===== src/rtl/ase_emul_tx_arb_pkg.sv =====
// Shared types and helpers for the ASE PCIe SS TX stream arbiters.
package ase_emul_tx_arb_pkg;

  typedef enum logic {
    IDLE = 1'b0,
    BUSY = 1'b1
  } t_arb_state;

  localparam int unsigned MAX_CH   = 8;
  localparam int unsigned MAX_CH_W = 3;

  // First set bit of valid[num_ch-1:0] at or after ptr, wrapping; 0 when none is set.
  function automatic logic [MAX_CH_W-1:0] rr_pick(input logic [MAX_CH-1:0]   valid,
                                                  input logic [MAX_CH_W-1:0] ptr,
                                                  input int unsigned         num_ch);
    logic [MAX_CH_W-1:0] pick;
    logic                found;
    logic [MAX_CH_W:0]   idx;
    pick  = '0;
    found = 1'b0;
    for (int i = 0; i < MAX_CH; i++) begin
      if (i < int'(num_ch)) begin
        idx = {1'b0, ptr} + (MAX_CH_W + 1)'(i);
        if (idx >= (MAX_CH_W + 1)'(num_ch)) idx = idx - (MAX_CH_W + 1)'(num_ch);
        if (!found && valid[idx[MAX_CH_W-1:0]]) begin
          pick  = idx[MAX_CH_W-1:0];
          found = 1'b1;
        end
      end
    end
    return pick;
  endfunction

endpackage


===== src/rtl/ase_emul_axis_pipe_reg.sv =====
// Single-stage AXI-Stream register slice with full throughput (ready = empty or draining).
module ase_emul_axis_pipe_reg #(
  parameter int unsigned DATA_W = 512,
  parameter int unsigned USER_W = 10,
  localparam int unsigned KEEP_W = DATA_W / 8
) (
  input  logic              clk,
  input  logic              rst_n,
  input  logic              in_tvalid,
  output logic              in_tready,
  input  logic              in_tlast,
  input  logic [DATA_W-1:0] in_tdata,
  input  logic [KEEP_W-1:0] in_tkeep,
  input  logic [USER_W-1:0] in_tuser,
  output logic              out_tvalid,
  input  logic              out_tready,
  output logic              out_tlast,
  output logic [DATA_W-1:0] out_tdata,
  output logic [KEEP_W-1:0] out_tkeep,
  output logic [USER_W-1:0] out_tuser
);

  localparam int unsigned PL_W = 1 + DATA_W + KEEP_W + USER_W;

  logic            valid_q, valid_d;
  logic [PL_W-1:0] payload_q, payload_d;
  logic            load;

  assign in_tready = !valid_q || out_tready;
  assign load      = in_tvalid && in_tready;

  always_comb begin
    valid_d   = in_tready ? in_tvalid : valid_q;
    payload_d = load ? {in_tlast, in_tdata, in_tkeep, in_tuser} : payload_q;
  end

  always_ff @(posedge clk or negedge rst_n) begin
    if (!rst_n) valid_q <= 1'b0;
    else        valid_q <= valid_d;
  end

  // Payload is only observed while valid_q is set, so it carries no reset.
  always_ff @(posedge clk) begin
    payload_q <= payload_d;
  end

  assign out_tvalid = valid_q;
  assign {out_tlast, out_tdata, out_tkeep, out_tuser} = payload_q;

endmodule


===== src/rtl/ase_emul_pcie_ss_tx_wrr_arb.sv =====
// Packet-atomic weighted round-robin merge of NUM_CH PCIe SS TX streams.
// Define ASE_EMUL_TX_WRR_ARB_STATS_EN for per-channel packet counters and a starvation check.
module ase_emul_pcie_ss_tx_wrr_arb
  import ase_emul_tx_arb_pkg::*;
#(
  parameter int unsigned NUM_CH   = 2,
  parameter int unsigned DATA_W   = 512,
  parameter int unsigned USER_W   = 10,
  parameter int unsigned WEIGHT_W = 4,
  localparam int unsigned CH_W    = $clog2(NUM_CH),
  localparam int unsigned KEEP_W  = DATA_W / 8
) (
  input  logic                       clk,
  input  logic                       rst_n,
  input  logic [NUM_CH*WEIGHT_W-1:0] weights,
  input  logic [NUM_CH-1:0]          in_tvalid,
  output logic [NUM_CH-1:0]          in_tready,
  input  logic [NUM_CH-1:0]          in_tlast,
  input  logic [NUM_CH*DATA_W-1:0]   in_tdata,
  input  logic [NUM_CH*KEEP_W-1:0]   in_tkeep,
  input  logic [NUM_CH*USER_W-1:0]   in_tuser_vendor,
  output logic                       out_tvalid,
  input  logic                       out_tready,
  output logic                       out_tlast,
  output logic [DATA_W-1:0]          out_tdata,
  output logic [KEEP_W-1:0]          out_tkeep,
  output logic [USER_W-1:0]          out_tuser_vendor,
  output logic [CH_W-1:0]            cur_grant
`ifdef ASE_EMUL_TX_WRR_ARB_STATS_EN
  ,
  output logic [NUM_CH*32-1:0]       pkt_count
`endif
);

  t_arb_state          state_q, state_d;
  logic [CH_W-1:0]     grant_q, grant_d;
  logic [CH_W-1:0]     rr_ptr_q, rr_ptr_d;
  logic [WEIGHT_W-1:0] credit_q, credit_d;
  logic [WEIGHT_W-1:0] credit_base, weight_w;
  logic [CH_W-1:0]     winner, sel;
  logic                keep_owner, any_valid;
  logic                sel_act, sel_valid, beat_acc, pkt_done;
  logic                out_ready_int;

  assign any_valid  = |in_tvalid;
  assign keep_owner = (credit_q != '0) && in_tvalid[grant_q];
  assign winner     = keep_owner ? grant_q
                                 : CH_W'(rr_pick(MAX_CH'(in_tvalid), MAX_CH_W'(rr_ptr_q), NUM_CH));
  assign weight_w   = weights[winner*WEIGHT_W +: WEIGHT_W];

  always_comb begin
    state_d     = state_q;
    grant_d     = grant_q;
    rr_ptr_d    = rr_ptr_q;
    credit_base = credit_q;
    sel         = grant_q;
    sel_act     = 1'b0;
    sel_valid   = 1'b0;
    case (state_q)
      IDLE: begin
        if (any_valid) begin
          sel       = winner;
          sel_act   = 1'b1;
          sel_valid = 1'b1;
          grant_d   = winner;
          state_d   = BUSY;
          // Every grant that is not a credit continuation opens a new turn,
          // including a re-grant of the same channel after its credit ran out.
          if (!keep_owner) begin
            credit_base = (weight_w == '0) ? WEIGHT_W'(1) : weight_w;
            rr_ptr_d    = (winner == CH_W'(NUM_CH - 1)) ? '0 : winner + 1'b1;
          end
        end
      end
      BUSY: begin
        sel_act   = 1'b1;
        sel_valid = in_tvalid[grant_q];
      end
      default: ;
    endcase

    beat_acc = sel_valid && out_ready_int && rst_n;
    pkt_done = beat_acc && in_tlast[sel];
    credit_d = credit_base;
    if (pkt_done) begin
      credit_d = (credit_base == '0) ? '0 : credit_base - 1'b1;
      state_d  = IDLE;
    end
  end

  // Ready is held low while reset is asserted, even though the FSM sits in IDLE.
  always_comb begin
    in_tready      = '0;
    in_tready[sel] = sel_act && out_ready_int && rst_n;
  end

  always_ff @(posedge clk or negedge rst_n) begin
    if (!rst_n) begin
      state_q  <= IDLE;
      grant_q  <= '0;
      rr_ptr_q <= '0;
      credit_q <= '0;
    end else begin
      state_q  <= state_d;
      grant_q  <= grant_d;
      rr_ptr_q <= rr_ptr_d;
      credit_q <= credit_d;
    end
  end

  assign cur_grant = grant_q;

  ase_emul_axis_pipe_reg #(
    .DATA_W (DATA_W),
    .USER_W (USER_W)
  ) u_out_reg (
    .clk        (clk),
    .rst_n      (rst_n),
    .in_tvalid  (sel_valid),
    .in_tready  (out_ready_int),
    .in_tlast   (in_tlast[sel]),
    .in_tdata   (in_tdata[sel*DATA_W +: DATA_W]),
    .in_tkeep   (in_tkeep[sel*KEEP_W +: KEEP_W]),
    .in_tuser   (in_tuser_vendor[sel*USER_W +: USER_W]),
    .out_tvalid (out_tvalid),
    .out_tready (out_tready),
    .out_tlast  (out_tlast),
    .out_tdata  (out_tdata),
    .out_tkeep  (out_tkeep),
    .out_tuser  (out_tuser_vendor)
  );

`ifdef ASE_EMUL_TX_WRR_ARB_STATS_EN
  localparam int unsigned STARVE_LIMIT = NUM_CH * 16 * (2 ** WEIGHT_W);

  for (genvar gi = 0; gi < NUM_CH; gi++) begin : g_stats
    logic [31:0] cnt_q, cnt_d;
    logic [31:0] wait_q, wait_d;
    logic        owns;

    assign owns = sel_act && (sel == CH_W'(gi));

    // wait counts packet completions that pass by while this channel is left requesting.
    always_comb begin
      cnt_d  = cnt_q + ((pkt_done && owns) ? 32'd1 : 32'd0);
      wait_d = wait_q;
      if (!in_tvalid[gi] || owns) wait_d = '0;
      else if (pkt_done)          wait_d = wait_q + 32'd1;
    end

    always_ff @(posedge clk or negedge rst_n) begin
      if (!rst_n) begin
        cnt_q  <= '0;
        wait_q <= '0;
      end else begin
        cnt_q  <= cnt_d;
        wait_q <= wait_d;
      end
    end

    assign pkt_count[gi*32 +: 32] = cnt_q;

    ast_no_starve: assert property (@(posedge clk) disable iff (!rst_n) wait_q <= STARVE_LIMIT);
  end
`endif

endmodule


===== config.mk =====
export PLATFORM = sky130hd
export DESIGN_NAME = ase_emul_pcie_ss_tx_wrr_arb
export DESIGN_NICKNAME = d
export VERILOG_FILES = /design/src/rtl/ase_emul_tx_arb_pkg.sv /design/src/rtl/ase_emul_axis_pipe_reg.sv /design/src/rtl/ase_emul_pcie_ss_tx_wrr_arb.sv
export SDC_FILE = /design/constraint.sdc
export NUM_CORES = 1
export LEC_CHECK = 0
export ABC_AREA = 1
export ABC_CLOCK_PERIOD_IN_PS = 29300
export CAP_MARGIN = 20
export CELL_PAD_IN_SITES_DETAIL_PLACEMENT = 1
export CELL_PAD_IN_SITES_GLOBAL_PLACEMENT = 1
export CORE_AREA = 10 10 685 687
export DETAILED_ROUTE_END_ITERATION = 8
export DIE_AREA = 0 0 695 697
export GPL_TIMING_DRIVEN = 0
export PLACE_DENSITY = 0.4
export SLEW_MARGIN = 40
export SYNTH_ARGS = -nofsm -noshare
export SYNTH_HDL_FRONTEND = slang
export SYNTH_SLANG_ARGS = --single-unit

===== constraint.sdc =====
create_clock -name clk -period 29.3 [get_ports clk]
set_clock_uncertainty 0.1 [all_clocks]
set_input_delay 4.395 -clock clk [delete_from_list [all_inputs] [get_ports clk]]
set_output_delay 4.395 -clock clk [all_outputs]
set_load 0.02 [all_outputs]

==> out/metrics.cfg <==
[status]
status=complete, no violations

[pwr]
power.density_mw_per_mm2=113
peakVddDrop_mv=0.0495
leakagePower_nw=20.7

[clock_network]
cts_root_buf=clkbuf_16
path_clk_slew_ns=0.05
numClockSinks=595
post_cts_buffers=0
clk_latency_ns=0.81
numCtsBuffers=103
cts_resized=0
h-tree-depth=3
hold_buffers=0
clockBufferDepth=4
cts_tree=built

[placement]
place_ws_ns=17.33
dpl.cell_count=10400
dp_hpwl_mm=324
port_buffers=1777
placed_area_mm2=0.0515
gp_congestion=0.942

[synth]
synthCells=2571
yosys_warnings=0
synth_seq_cells=595
synth_cell_types=23
ys_seq_area_frac=0.697
post_synth.cell_area_avg_um2=9.95
yosysTopAreaCell=edfxtp_1
syn_nets=3758
syn_area_mm2=0.0256
yosys.area.top_type_share=0.689
synthTopCellsByArea=edfxtp_1, nand2_1, buf_2

[routing]
viasPerCell=2.57
drt-total-wl_mm=356
drcViolationCount=0
drtAntennaViolNets=0
first_pass_iters=4
wl_per_cell_um=33.6
vias=27300
drt_iter0_markers=1786

[sta]
fmax_mhz=84.6
setup_ws_ns=17.49
min_period_ns=11.81
finalHoldViolations=0
fin_crit_sh=0.403
slew_headroom=0.424
fin_tns_setup_ns=0
rsz0062_at_grt=false
drv_slew=0
worstMarginPinSlew_ns=0.862
setup_violations=0

[grt]
globalRouteOverflowTotal=0
grt_pass1_vias=29600
antenna_found_initial=114
grt_pass1_wl_mm=422
grt_usage=0.141
grt_max_degree=20

[cells_and_area]
area_delta_synth_final_pct=115
final_layout_size_suffix_gt1_frac=0.0900
layout_commonest_cell=nand2_1
fin_area_mm2=0.0551
final_nets=5684
fin_cells=10600
final_cell_mix=nand2_1, clkdlybuf4s50_1, edfxtp_1

[critical_path]
path_class=primary input to output port
crit_required_ns=24.81
crit_arrival_ns=7.32
start_kind=primary input
critical_path.startpoint=in_tvalid[0]
worstSetupEndpointType=output port
r2r_start=cur_grant
cp_max_fo=10

[flow_run]
drv_cap=0

[die]
die_h_um=697
die_area_mm2=0.484
core_mm2=0.455
fp.dieW_um=695
initial_core_util=0.0562
fp-row-count=248
boundaryPins=1778

[worst_hold_path]
hold_class=flop to flop
hp-start=rr_ptr_q

## synthesized netlist by cell type
library cell,number
a21oi_2,1
nand2_2,2
buf_2,86
nand3b_1,2
o21ai_1,3
o211ai_1,1
inv_1,18
nand4_1,1
a21oi_1,1
dfrtp_1,8
nand3_1,8
or2_2,4
nor2_1,10
o21ai_0,2
edfxtp_1,587
buf_4,40
clkbuf_1,1
a31oi_1,1
inv_2,1
nand3_2,1
nand2_1,1789
nor2_2,1
buf_6,3
## layer usage
layer,wire [um],track usage,up-vias
met5,124,0,-
met4,8280,0.0297,16
met3,52400,0.0926,276
met2,167000,0.236,1336
met1,129000,0.147,13500
li1,-,-,12200
## layout make-up
| cell class | instances | area, um^2 |
|---|---|---|
| fillers | 53300 | 400000 |
| repair buffers | 1821 | 18400 |
| flip-flops and latches | 595 | 17800 |
| well taps | 6000 | 7510 |
| multi-input cells | 1827 | 6930 |
| clock buffers | 117 | 2630 |
| clock inverters | 70 | 920 |
| plain buffers | 130 | 768 |
| diodes | 43 | 108 |
| inverters | 19 | 71.3 |
## worst max-delay path, cell delays in order
cell             delay (ns)
clkdlybuf4s50_1        0.54
nand2_1                0.09
nand2_1                0.13
nand2_1                0.09
nand2_2                0.15
nand3_2                0.12
nand2_2                0.17
buf_4                  0.52
buf_2                  0.40
nor2_1                 0.10
clkdlybuf4s50_1        0.59
## state kept, by name, summed over array words and instances (netlist names)
register / count
credit_q: 4
cur_grant: 1
rr_ptr_q: 1
state_q: 1
u_out_reg.out_tvalid: 1
u_out_reg.payload_q: 587
## logic make-up (layout without fill, tap and decap cells)
kind of cell	Yosys count	in the layout	share of synthesized area
other	0	43	0
DFF	595	595	0.697
and+or+nand+nor	1818	1818	0.268
AOI/OAI and AO/OA	9	9	0.00205
buffers and inverters	149	2157	0.0328
## power breakdown
group          switching, mW  total (mW)  internal, mW
clock                  0.536        1.35         0.813
sequential             0.122        1.55          1.42
combinational           2.43        3.33         0.907
total                   3.08        6.23          3.14
## path summary, 6_finish.rpt
check	endpoint	slack [ns]	cells after the start
worst max-delay path	in_tready[0]	17.49	11
max in group asynchronous	state_q	24.93	1
worst min register to register	rr_ptr_q	0.49	2
worst min-delay path	rr_ptr_q	0.49	2
worst max register to register	u_out_reg.payload_q[413]	25.64	15
min in group asynchronous	u_out_reg.out_tvalid	3.83	1
## per-stage QoR
step / util / hold WS, ns / power [mW]
6_report: 0.121 / 0.492 / 6.23
5_1_grt: 0.121 / 0.520 / 6.61
2_1_floorplan: - / 0.419 / 2.72
3_3_place_gp: 0.112 / 0.440 / 5.28
4_1_cts: 0.121 / 0.482 / 6.48
3_5_place_dp: 0.113 / 0.470 / 5.05
Note: power is estimated with default switching activity, not from simulation.
